## src/rtl/muldiv_pkg.sv

```systemverilog
// Shared encodings, FSM state type and small op-decode helpers for the
// RV32M multiply/divide unit.
package muldiv_pkg;

    localparam logic [2:0] OP_MUL    = 3'b000;
    localparam logic [2:0] OP_MULH   = 3'b001;
    localparam logic [2:0] OP_MULHSU = 3'b010;
    localparam logic [2:0] OP_MULHU  = 3'b011;
    localparam logic [2:0] OP_DIV    = 3'b100;
    localparam logic [2:0] OP_DIVU   = 3'b101;
    localparam logic [2:0] OP_REM    = 3'b110;
    localparam logic [2:0] OP_REMU   = 3'b111;

    typedef enum logic [1:0] {
        S_IDLE     = 2'b00,
        S_DIV_RUN  = 2'b01,
        S_DIV_HOLD = 2'b10
    } div_state_e;

    typedef struct packed {
        logic       valid;
        logic [4:0] rd;
        logic [2:0] op;
    } mul_tag_t;

    localparam mul_tag_t TAG_NONE = '{valid: 1'b0, rd: 5'd0, op: 3'b000};

    function automatic logic is_div(input logic [2:0] op);
        case (op)
            OP_DIV, OP_DIVU, OP_REM, OP_REMU: return 1'b1;
            default:                          return 1'b0;
        endcase
    endfunction

    function automatic logic is_rem(input logic [2:0] op);
        case (op)
            OP_REM, OP_REMU: return 1'b1;
            default:         return 1'b0;
        endcase
    endfunction

    function automatic logic div_signed(input logic [2:0] op);
        case (op)
            OP_DIV, OP_REM: return 1'b1;
            default:        return 1'b0;
        endcase
    endfunction

    // MUL keeps only the low half, so its signedness does not matter
    function automatic logic mul_a_signed(input logic [2:0] op);
        case (op)
            OP_MUL, OP_MULH, OP_MULHSU: return 1'b1;
            default:                    return 1'b0;
        endcase
    endfunction

    function automatic logic mul_b_signed(input logic [2:0] op);
        case (op)
            OP_MUL, OP_MULH: return 1'b1;
            default:         return 1'b0;
        endcase
    endfunction

endpackage

```

## src/rtl/muldiv_divider.sv

```systemverilog
// Iterative restoring divider on unsigned magnitudes: one quotient bit per
// cycle, XLEN steps after start, done held until the next clock.
module muldiv_divider
#(
    parameter int XLEN = 32
) (
    input  logic            clk,
    input  logic            rst_n,
    input  logic            kill,
    input  logic            start,
    input  logic [XLEN-1:0] dividend,
    input  logic [XLEN-1:0] divisor,
    output logic            done,
    output logic [XLEN-1:0] quotient,
    output logic [XLEN-1:0] remainder
);
    localparam int            CW       = $clog2(XLEN + 1);
    localparam logic [CW-1:0] CNT_ZERO = {CW{1'b0}};
    localparam logic [CW-1:0] CNT_ONE  = {{(CW-1){1'b0}}, 1'b1};
    localparam logic [CW-1:0] CNT_LOAD = CW'(XLEN);

    logic [XLEN-1:0] quo_r;
    logic [XLEN-1:0] rem_r;
    logic [XLEN-1:0] dvs_r;
    logic [CW-1:0]   cnt_r;
    logic            run_r;
    logic [XLEN:0]   shift_s;
    logic [XLEN:0]   diff_s;

    // Trial subtraction of the divisor from the shifted partial remainder
    always_comb begin
        shift_s = {rem_r, quo_r[XLEN-1]};
        diff_s  = shift_s - {1'b0, dvs_r};
    end

    // Step state: load on start, shift one bit per cycle, retire on done
    always_ff @(posedge clk) begin
        if (!rst_n) begin
            quo_r <= {XLEN{1'b0}};
            rem_r <= {XLEN{1'b0}};
            dvs_r <= {XLEN{1'b0}};
            cnt_r <= CNT_ZERO;
            run_r <= 1'b0;
        end else if (kill) begin
            cnt_r <= CNT_ZERO;
            run_r <= 1'b0;
        end else if (start) begin
            quo_r <= dividend;
            rem_r <= {XLEN{1'b0}};
            dvs_r <= divisor;
            cnt_r <= CNT_LOAD;
            run_r <= 1'b1;
        end else if (run_r && (cnt_r != CNT_ZERO)) begin
            if (!diff_s[XLEN]) begin
                rem_r <= diff_s[XLEN-1:0];
                quo_r <= {quo_r[XLEN-2:0], 1'b1};
            end else begin
                rem_r <= shift_s[XLEN-1:0];
                quo_r <= {quo_r[XLEN-2:0], 1'b0};
            end
            cnt_r <= cnt_r - CNT_ONE;
        end else if (done) begin
            run_r <= 1'b0;
        end
    end

    assign done      = run_r && (cnt_r == CNT_ZERO);
    assign quotient  = quo_r;
    assign remainder = rem_r;

endmodule

```

## src/rtl/muldiv_unit.sv

```systemverilog
// RV32M multiply/divide execution unit: pipelined multiplier plus iterative
// divider sharing one in-order registered output port with flush support.
module muldiv_unit
    import muldiv_pkg::*;
#(
    parameter int XLEN       = 32,
    parameter int MUL_STAGES = 2
) (
    input  logic            clk,
    input  logic            rst_n,
    input  logic            flush,
    input  logic            in_valid,
    output logic            in_ready,
    input  logic [2:0]      op,
    input  logic [XLEN-1:0] a,
    input  logic [XLEN-1:0] b,
    input  logic [4:0]      rd_in,
    output logic            out_valid,
    input  logic            out_ready,
    output logic [XLEN-1:0] result,
    output logic [4:0]      rd_out,
    output logic            busy
);
    localparam logic [XLEN-1:0]   ZERO     = {XLEN{1'b0}};
    localparam logic [XLEN-1:0]   ONE      = {{(XLEN-1){1'b0}}, 1'b1};
    localparam logic [XLEN-1:0]   ALL_ONES = {XLEN{1'b1}};
    localparam logic [XLEN-1:0]   MIN_NEG  = {1'b1, {(XLEN-1){1'b0}}};
    localparam logic [2*XLEN-1:0] ZERO2    = {(2*XLEN){1'b0}};

    div_state_e        state_r;
    div_state_e        state_s;
    mul_tag_t          mul_tag_r  [MUL_STAGES];
    logic [2*XLEN-1:0] mul_prod_r [MUL_STAGES];
    logic [2*XLEN-1:0] mul_a_wide_s;
    logic [2*XLEN-1:0] mul_b_wide_s;
    logic [2*XLEN-1:0] mul_prod_s;
    logic [XLEN-1:0]   mul_res_s;
    mul_tag_t          mul_last_s;

    logic              out_valid_r;
    logic [XLEN-1:0]   result_r;
    logic [4:0]        rd_out_r;
    logic              busy_r;

    logic              stall_s;
    logic              pipe_busy_s;
    logic              in_ready_s;
    logic              accept_s;
    logic              mul_acc_s;
    logic              div_acc_s;
    logic              special_s;

    logic [XLEN-1:0]   div_a_r;
    logic [XLEN-1:0]   div_b_r;
    logic [2:0]        div_op_r;
    logic [4:0]        div_rd_r;
    logic              div_setup_r;
    logic              a_neg_s;
    logic              b_neg_s;
    logic              q_neg_s;
    logic [XLEN-1:0]   a_mag_s;
    logic [XLEN-1:0]   b_mag_s;
    logic [XLEN-1:0]   q_fix_s;
    logic [XLEN-1:0]   r_fix_s;
    logic [XLEN-1:0]   div_spec_s;
    logic [XLEN-1:0]   div_res_s;
    logic              div_start_s;
    logic              div_done_s;
    logic              div_load_s;
    logic [XLEN-1:0]   div_quo_s;
    logic [XLEN-1:0]   div_rem_s;

    // Request decode; a held output freezes the whole multiplier
    always_comb begin
        stall_s     = out_valid_r && !out_ready;
        pipe_busy_s = 1'b0;
        for (int i = 0; i < MUL_STAGES; i++) begin
            pipe_busy_s = pipe_busy_s | mul_tag_r[i].valid;
        end
        accept_s  = in_valid && in_ready_s && !flush;
        mul_acc_s = accept_s && !is_div(op);
        div_acc_s = accept_s && is_div(op);
        special_s = (b == ZERO) ||
                    (div_signed(op) && (a == MIN_NEG) && (b == ALL_ONES));
    end

    // FSM state register
    always_ff @(posedge clk) begin
        if (!rst_n) begin
            state_r <= S_IDLE;
        end else begin
            state_r <= state_s;
        end
    end

    // FSM next state; special divides skip the iterative run entirely
    always_comb begin
        state_s = state_r;
        if (flush) begin
            state_s = S_IDLE;
        end else begin
            case (state_r)
                S_IDLE: begin
                    if (div_acc_s) begin
                        state_s = special_s ? S_DIV_HOLD : S_DIV_RUN;
                    end else begin
                        state_s = S_IDLE;
                    end
                end
                S_DIV_RUN: begin
                    if (div_done_s) begin
                        state_s = S_DIV_HOLD;
                    end else begin
                        state_s = S_DIV_RUN;
                    end
                end
                S_DIV_HOLD: begin
                    if (out_valid_r && out_ready) begin
                        state_s = S_IDLE;
                    end else begin
                        state_s = S_DIV_HOLD;
                    end
                end
                default: state_s = S_IDLE;
            endcase
        end
    end

    // FSM outputs: request gating, divider kick-off and result capture
    always_comb begin
        in_ready_s  = (state_r == S_IDLE) && !stall_s &&
                      !(in_valid && is_div(op) && pipe_busy_s);
        div_start_s = (state_r == S_DIV_RUN) && div_setup_r;
        div_load_s  = ((state_r == S_DIV_HOLD) && div_setup_r) ||
                      ((state_r == S_DIV_RUN) && div_done_s);
    end

    // Divide operand capture; the cycle after accept is the setup cycle
    always_ff @(posedge clk) begin
        if (!rst_n) begin
            div_a_r     <= ZERO;
            div_b_r     <= ZERO;
            div_op_r    <= OP_DIV;
            div_rd_r    <= 5'd0;
            div_setup_r <= 1'b0;
        end else if (flush) begin
            div_setup_r <= 1'b0;
        end else if (div_acc_s) begin
            div_a_r     <= a;
            div_b_r     <= b;
            div_op_r    <= op;
            div_rd_r    <= rd_in;
            div_setup_r <= 1'b1;
        end else begin
            div_setup_r <= 1'b0;
        end
    end

    // Magnitudes, sign fix-up and the RISC-V special-case results
    always_comb begin
        a_neg_s = div_signed(div_op_r) && div_a_r[XLEN-1];
        b_neg_s = div_signed(div_op_r) && div_b_r[XLEN-1];
        a_mag_s = a_neg_s ? (~div_a_r + ONE) : div_a_r;
        b_mag_s = b_neg_s ? (~div_b_r + ONE) : div_b_r;
        q_neg_s = (a_neg_s ^ b_neg_s) && (div_b_r != ZERO);
        q_fix_s = q_neg_s ? (~div_quo_s + ONE) : div_quo_s;
        r_fix_s = a_neg_s ? (~div_rem_s + ONE) : div_rem_s;
        if (div_b_r == ZERO) begin
            div_spec_s = is_rem(div_op_r) ? div_a_r : ALL_ONES;
        end else begin
            div_spec_s = is_rem(div_op_r) ? ZERO : MIN_NEG;
        end
        if (state_r == S_DIV_HOLD) begin
            div_res_s = div_spec_s;
        end else begin
            div_res_s = is_rem(div_op_r) ? r_fix_s : q_fix_s;
        end
    end

    muldiv_divider #(
        .XLEN (XLEN)
    ) u_divider (
        .clk       (clk),
        .rst_n     (rst_n),
        .kill      (flush),
        .start     (div_start_s),
        .dividend  (a_mag_s),
        .divisor   (b_mag_s),
        .done      (div_done_s),
        .quotient  (div_quo_s),
        .remainder (div_rem_s)
    );

    // Modulo-2^(2*XLEN) product of extended operands is exact for every sign mix
    always_comb begin
        mul_a_wide_s = {{XLEN{mul_a_signed(op) & a[XLEN-1]}}, a};
        mul_b_wide_s = {{XLEN{mul_b_signed(op) & b[XLEN-1]}}, b};
        mul_prod_s   = mul_a_wide_s * mul_b_wide_s;
        mul_last_s   = mul_tag_r[MUL_STAGES-1];
        if (mul_last_s.op == OP_MUL) begin
            mul_res_s = mul_prod_r[MUL_STAGES-1][XLEN-1:0];
        end else begin
            mul_res_s = mul_prod_r[MUL_STAGES-1][2*XLEN-1:XLEN];
        end
    end

    // Multiplier pipeline: product register then delay chain, frozen on stall
    always_ff @(posedge clk) begin
        if (!rst_n) begin
            for (int i = 0; i < MUL_STAGES; i++) begin
                mul_tag_r[i]  <= TAG_NONE;
                mul_prod_r[i] <= ZERO2;
            end
        end else if (flush) begin
            for (int i = 0; i < MUL_STAGES; i++) begin
                mul_tag_r[i].valid <= 1'b0;
            end
        end else if (!stall_s) begin
            mul_tag_r[0]  <= '{valid: mul_acc_s, rd: rd_in, op: op};
            mul_prod_r[0] <= mul_prod_s;
            for (int i = 1; i < MUL_STAGES; i++) begin
                mul_tag_r[i]  <= mul_tag_r[i-1];
                mul_prod_r[i] <= mul_prod_r[i-1];
            end
        end
    end

    // Shared output register; multiply and divide completions never collide
    always_ff @(posedge clk) begin
        if (!rst_n) begin
            out_valid_r <= 1'b0;
            result_r    <= ZERO;
            rd_out_r    <= 5'd0;
        end else if (flush) begin
            out_valid_r <= 1'b0;
        end else if (stall_s) begin
            out_valid_r <= 1'b1;
        end else if (mul_last_s.valid) begin
            out_valid_r <= 1'b1;
            result_r    <= mul_res_s;
            rd_out_r    <= mul_last_s.rd;
        end else if (div_load_s) begin
            out_valid_r <= 1'b1;
            result_r    <= div_res_s;
            rd_out_r    <= div_rd_r;
        end else begin
            out_valid_r <= 1'b0;
        end
    end

    // Busy trails the in-flight state by one cycle and drops at once on flush
    always_ff @(posedge clk) begin
        if (!rst_n) begin
            busy_r <= 1'b0;
        end else if (flush) begin
            busy_r <= 1'b0;
        end else begin
            busy_r <= pipe_busy_s || (state_r != S_IDLE) || out_valid_r;
        end
    end

    assign in_ready  = in_ready_s;
    assign out_valid = out_valid_r;
    assign result    = result_r;
    assign rd_out    = rd_out_r;
    assign busy      = busy_r;

endmodule

```

## config.mk

```make
export PLATFORM = sky130hd
export DESIGN_NAME = muldiv_unit
export DESIGN_NICKNAME = d
export VERILOG_FILES = /design/src/rtl/muldiv_pkg.sv /design/src/rtl/muldiv_divider.sv /design/src/rtl/muldiv_unit.sv
export SDC_FILE = /design/constraint.sdc
export NUM_CORES = 2
export LEC_CHECK = 0
export ABC_CLOCK_PERIOD_IN_PS = 12700
export BUFFER_PORTS_ARGS = -buffer_cell sky130_fd_sc_hd__buf_2
export CAP_MARGIN = 0
export CORE_ASPECT_RATIO = 0.6
export CORE_MARGIN = 5
export CORE_UTILIZATION = 55
export DETAILED_ROUTE_END_ITERATION = 8
export PLACE_DENSITY = 0.74
export SLEW_MARGIN = 20
export SYNTH_ARGS = -nofsm -noshare
export SYNTH_HDL_FRONTEND = slang
export SYNTH_SLANG_ARGS = --single-unit
```

## constraint.sdc

```tcl
create_clock -name clk -period 12.7 [get_ports clk]
set_clock_uncertainty 0.2 [all_clocks]
set_input_delay 2.54 -clock clk [delete_from_list [all_inputs] [get_ports clk]]
set_output_delay 2.54 -clock clk [all_outputs]
set_load 0.05 [all_outputs]
```

==> flow_metrics.tcl <==
set metrics [dict create \
    status "complete, no violations" \
    crit_type "in2reg" \
    clock-root-buffer "clkbuf_16" \
    avgRoutedWirePerCell_um 23.2 \
    remaining_drc_errors 0 \
    finalCriticalPeriod_ps 11010 \
    ios 117 \
    mean_instance_size_in_the_synthesized_netlist_um2 8.96 \
    min_from "div_rd_r[2]" \
    post-cts-setup-buffers 0 \
    cts_sinks 363 \
    postRouteAntennaNets 0 \
    synthDistinctLibCells 85 \
    synth_compound_gate_area_share 0.0898 \
    grt_overflow_total 0 \
    synth_async_sr_flop_share 0 \
    holdPathEnd "div_rd_r[2]" \
    timing.final.crit_share 0.867 \
    critical-path-max-stage-delay_ps 930 \
    synthMuxAreaShare 0.0118 \
    synthMostInstantiatedCell "inv_1" \
    clk_latency_ps 550 \
    synth_top_cell_by_area "fa_1" \
    yosys.area_share.xor_xnor 0.0322 \
    post_synth_and_or_nand_nor_area_fraction 0.158 \
    yosys_warnings 0 \
    regToRegSetupSlack_ps 8610 \
    fp.dieArea_um2 111000 \
    cp_bufs_invs 5 \
    worst_slew_margin_relative_to_its_limit 0.258 \
    max_capacitance_violation_total 0 \
    globalplace.congestion 0.974 \
    synth_fa_ha_area_frac 0.447 \
    cts.clk_slew.worst_paths_ps 60 \
    worst-endpoint-arrival_ps 11070 \
    initialDrtViolationCount 5320 \
    worstReg2RegEnd "u_divider.remainder[5]" \
    synth_top_family_by_area "adder cells" \
    total_routing_usage_reported_by_global_routing 0.324 \
    vias_per_cell 5.87 \
    netlist_instances 6409 \
    r2r_start "u_divider.quotient[31]" \
    grt_first_pass_wirelength_um 275000 \
    netlist_area_um2 57400 \
    fp.dieW_um 427 \
    number_of_enable_flip_flop_cells_after_synthesis 146 \
    grt_antenna_before_repair 17 \
    achievable-frequency_mhz 90.8 \
    io_buffer_count 116 \
    floorplan.initialDensity 0.557 \
    cts.hold.buffers_added 0 \
    dr_total_vias 45000 \
    pin_count_of_the_biggest_net_entering_global_routing 93 \
    core_um2 103000 \
    placement_rows 91 \
    fp.dieH_um 260 \
    synth.top_cell.area_share 0.393 \
    netlist_top_cells_area "fa_1 (39%), inv_1 (8.1%), edfxtp_1 (7.6%)" \
    firstDrtPassIters 6 \
    rsz0062_at_grt "false" \
    worst-endpoint-required_ps 12770 \
    ys.flop_type "dfxtp_1" \
    post-dp-hpwl_um 137000 \
    clock_tree_from_tritoncts "done" \
    cp_common_cell "fa_1" \
    worst_setup_path_start_kind "primary input" \
    path_max_fanout 26 \
    transition_time_of_the_tightest_slew_check_pin_ps 1110 \
    setup_violations 0 \
    cpLargestDelayFamily "adder cells" \
    post_route_cells_drive_above_1_share 0.0569 \
    timing.final.max_slew_violations 0 \
    finalNetCount 7694 \
    cts-htree-levels 2 \
    setup_total_negative_slack_ps 0 \
    yosysSeqAreaShare 0.152 \
    cts.path.max_buffers 3 \
    holdPathStages 2 \
    layout-area-overhead-vs-synth_pct 4.80 \
    hold_violations 0 \
    final.fill_count 8994 \
    ctsResizeCount 0 \
    cp_slowest_cell "fa_1" \
    routed_wirelength_um 178000 \
    critPathCaptureType "flip-flop" \
    synth.net_count 7861 \
    worst_hold_path_type "reg2reg" \
    synth_common_cells "inv_1 (1,244), fa_1 (1,126), nand2_1 (1,115), clkbuf_1 (409), and2_1 (312)" \
    tritoncts.num_buffers 37 \
    r2r_cells 14 \
    first_global_vias 45600 \
    synth_seq_cells 363 \
]
==> metrics by stage <==
| step | hold WS [ps] | cell area, um^2 | setup WS, ps | utilization | instances |
|---|---|---|---|---|---|
| 4_1_cts | 266 | 60100 | 1780 | 0.583 | 7664 |
| 6_report | 265 | 60200 | 1690 | 0.583 | 7674 |
| 3_5_place_dp | 258 | 59000 | 1270 | 0.572 | 7598 |
| 2_1_floorplan | 241 | 57400 | 16.3 | - | 6409 |
| 3_3_place_gp | 253 | 59000 | 1360 | 0.572 | 7598 |
| 5_1_grt | 280 | 60200 | 1310 | 0.583 | 7669 |
==> worst min-delay path, stage by stage, from the launching register on <==
cell      delay [ps]
dfxtp_1          310
nand2_1           50
a21boi_0          60
==> cell usage in the layout (no fill, tap or decap), types with 43 or more instances in the layout <==
cell type / count
nor2_1: 164
a21o_1: 50
o221ai_1: 45
fa_1: 1125
ha_1: 249
and3_1: 100
dfxtp_1: 217
and2_1: 311
a21oi_1: 219
nand2_1: 1113
xnor2_1: 142
inv_1: 1244
nand3_1: 43
buf_2: 114
xor2_1: 69
a21boi_0: 107
buf_4: 99
o21ai_0: 151
edfxtp_1: 146
==> how the worst max path moves through the flow <==
stage | depth (start not counted) | start | endpoint
after CTS | 27 | op[1] | mul_prod_r[0][59]
after global routing | 26 | op[1] | mul_prod_r[0][59]
after detailed placement | 27 | op[1] | mul_prod_r[0][59]
after global placement | 27 | op[1] | mul_prod_r[0][63]
after floorplan | 2 | flush | mul_prod_r[0][0]
final | 26 | op[1] | mul_prod_r[0][63]
==> logic make-up after synthesis <==
logic type,after synthesis
xor+xnor,211
mux,64
simple gates,1955
buf+inv,1663
flops,363
fa+ha+maj,1375
compound gates,778
==> cell type report <==
cell class / instances / area (um^2) / area share
multi-input cells: 4383 / 42500 / 0.707
clock buffers: 45 / 966 / 0.0161
well taps: 1395 / 1750 / 0.0290
repair buffers: 213 / 1310 / 0.0218
diodes: 10 / 25.0 / 0.000416
flip-flops and latches: 363 / 8730 / 0.145
inverters: 1244 / 4670 / 0.0776
clock inverters: 21 / 190 / 0.00316
==> metal layers <==
metal,global-route usage,part of all wire,vias to the layer above
met5,0,0,-
met4,0.103,0.039,0
met3,0.114,0.15,358
met2,0.443,0.40,2937
met1,0.481,0.41,22400
li1,-,-,19300
==> sequential cells by signal, indices dropped and copies added, names as in the netlist, 2 cells and up <==
name                 flops
div_a_r                 32
div_b_r                 32
div_op_r                 3
div_rd_r                 5
mul_prod_r             128
mul_tag_r               18
rd_out                   5
result                  32
state_r                  2
u_divider.cnt_r          6
u_divider.dvs_r         32
u_divider.quotient      32
u_divider.remainder     32
Power is not shown: default switching activity piles up to over one toggle a cycle in this logic, so the estimate is an artifact.
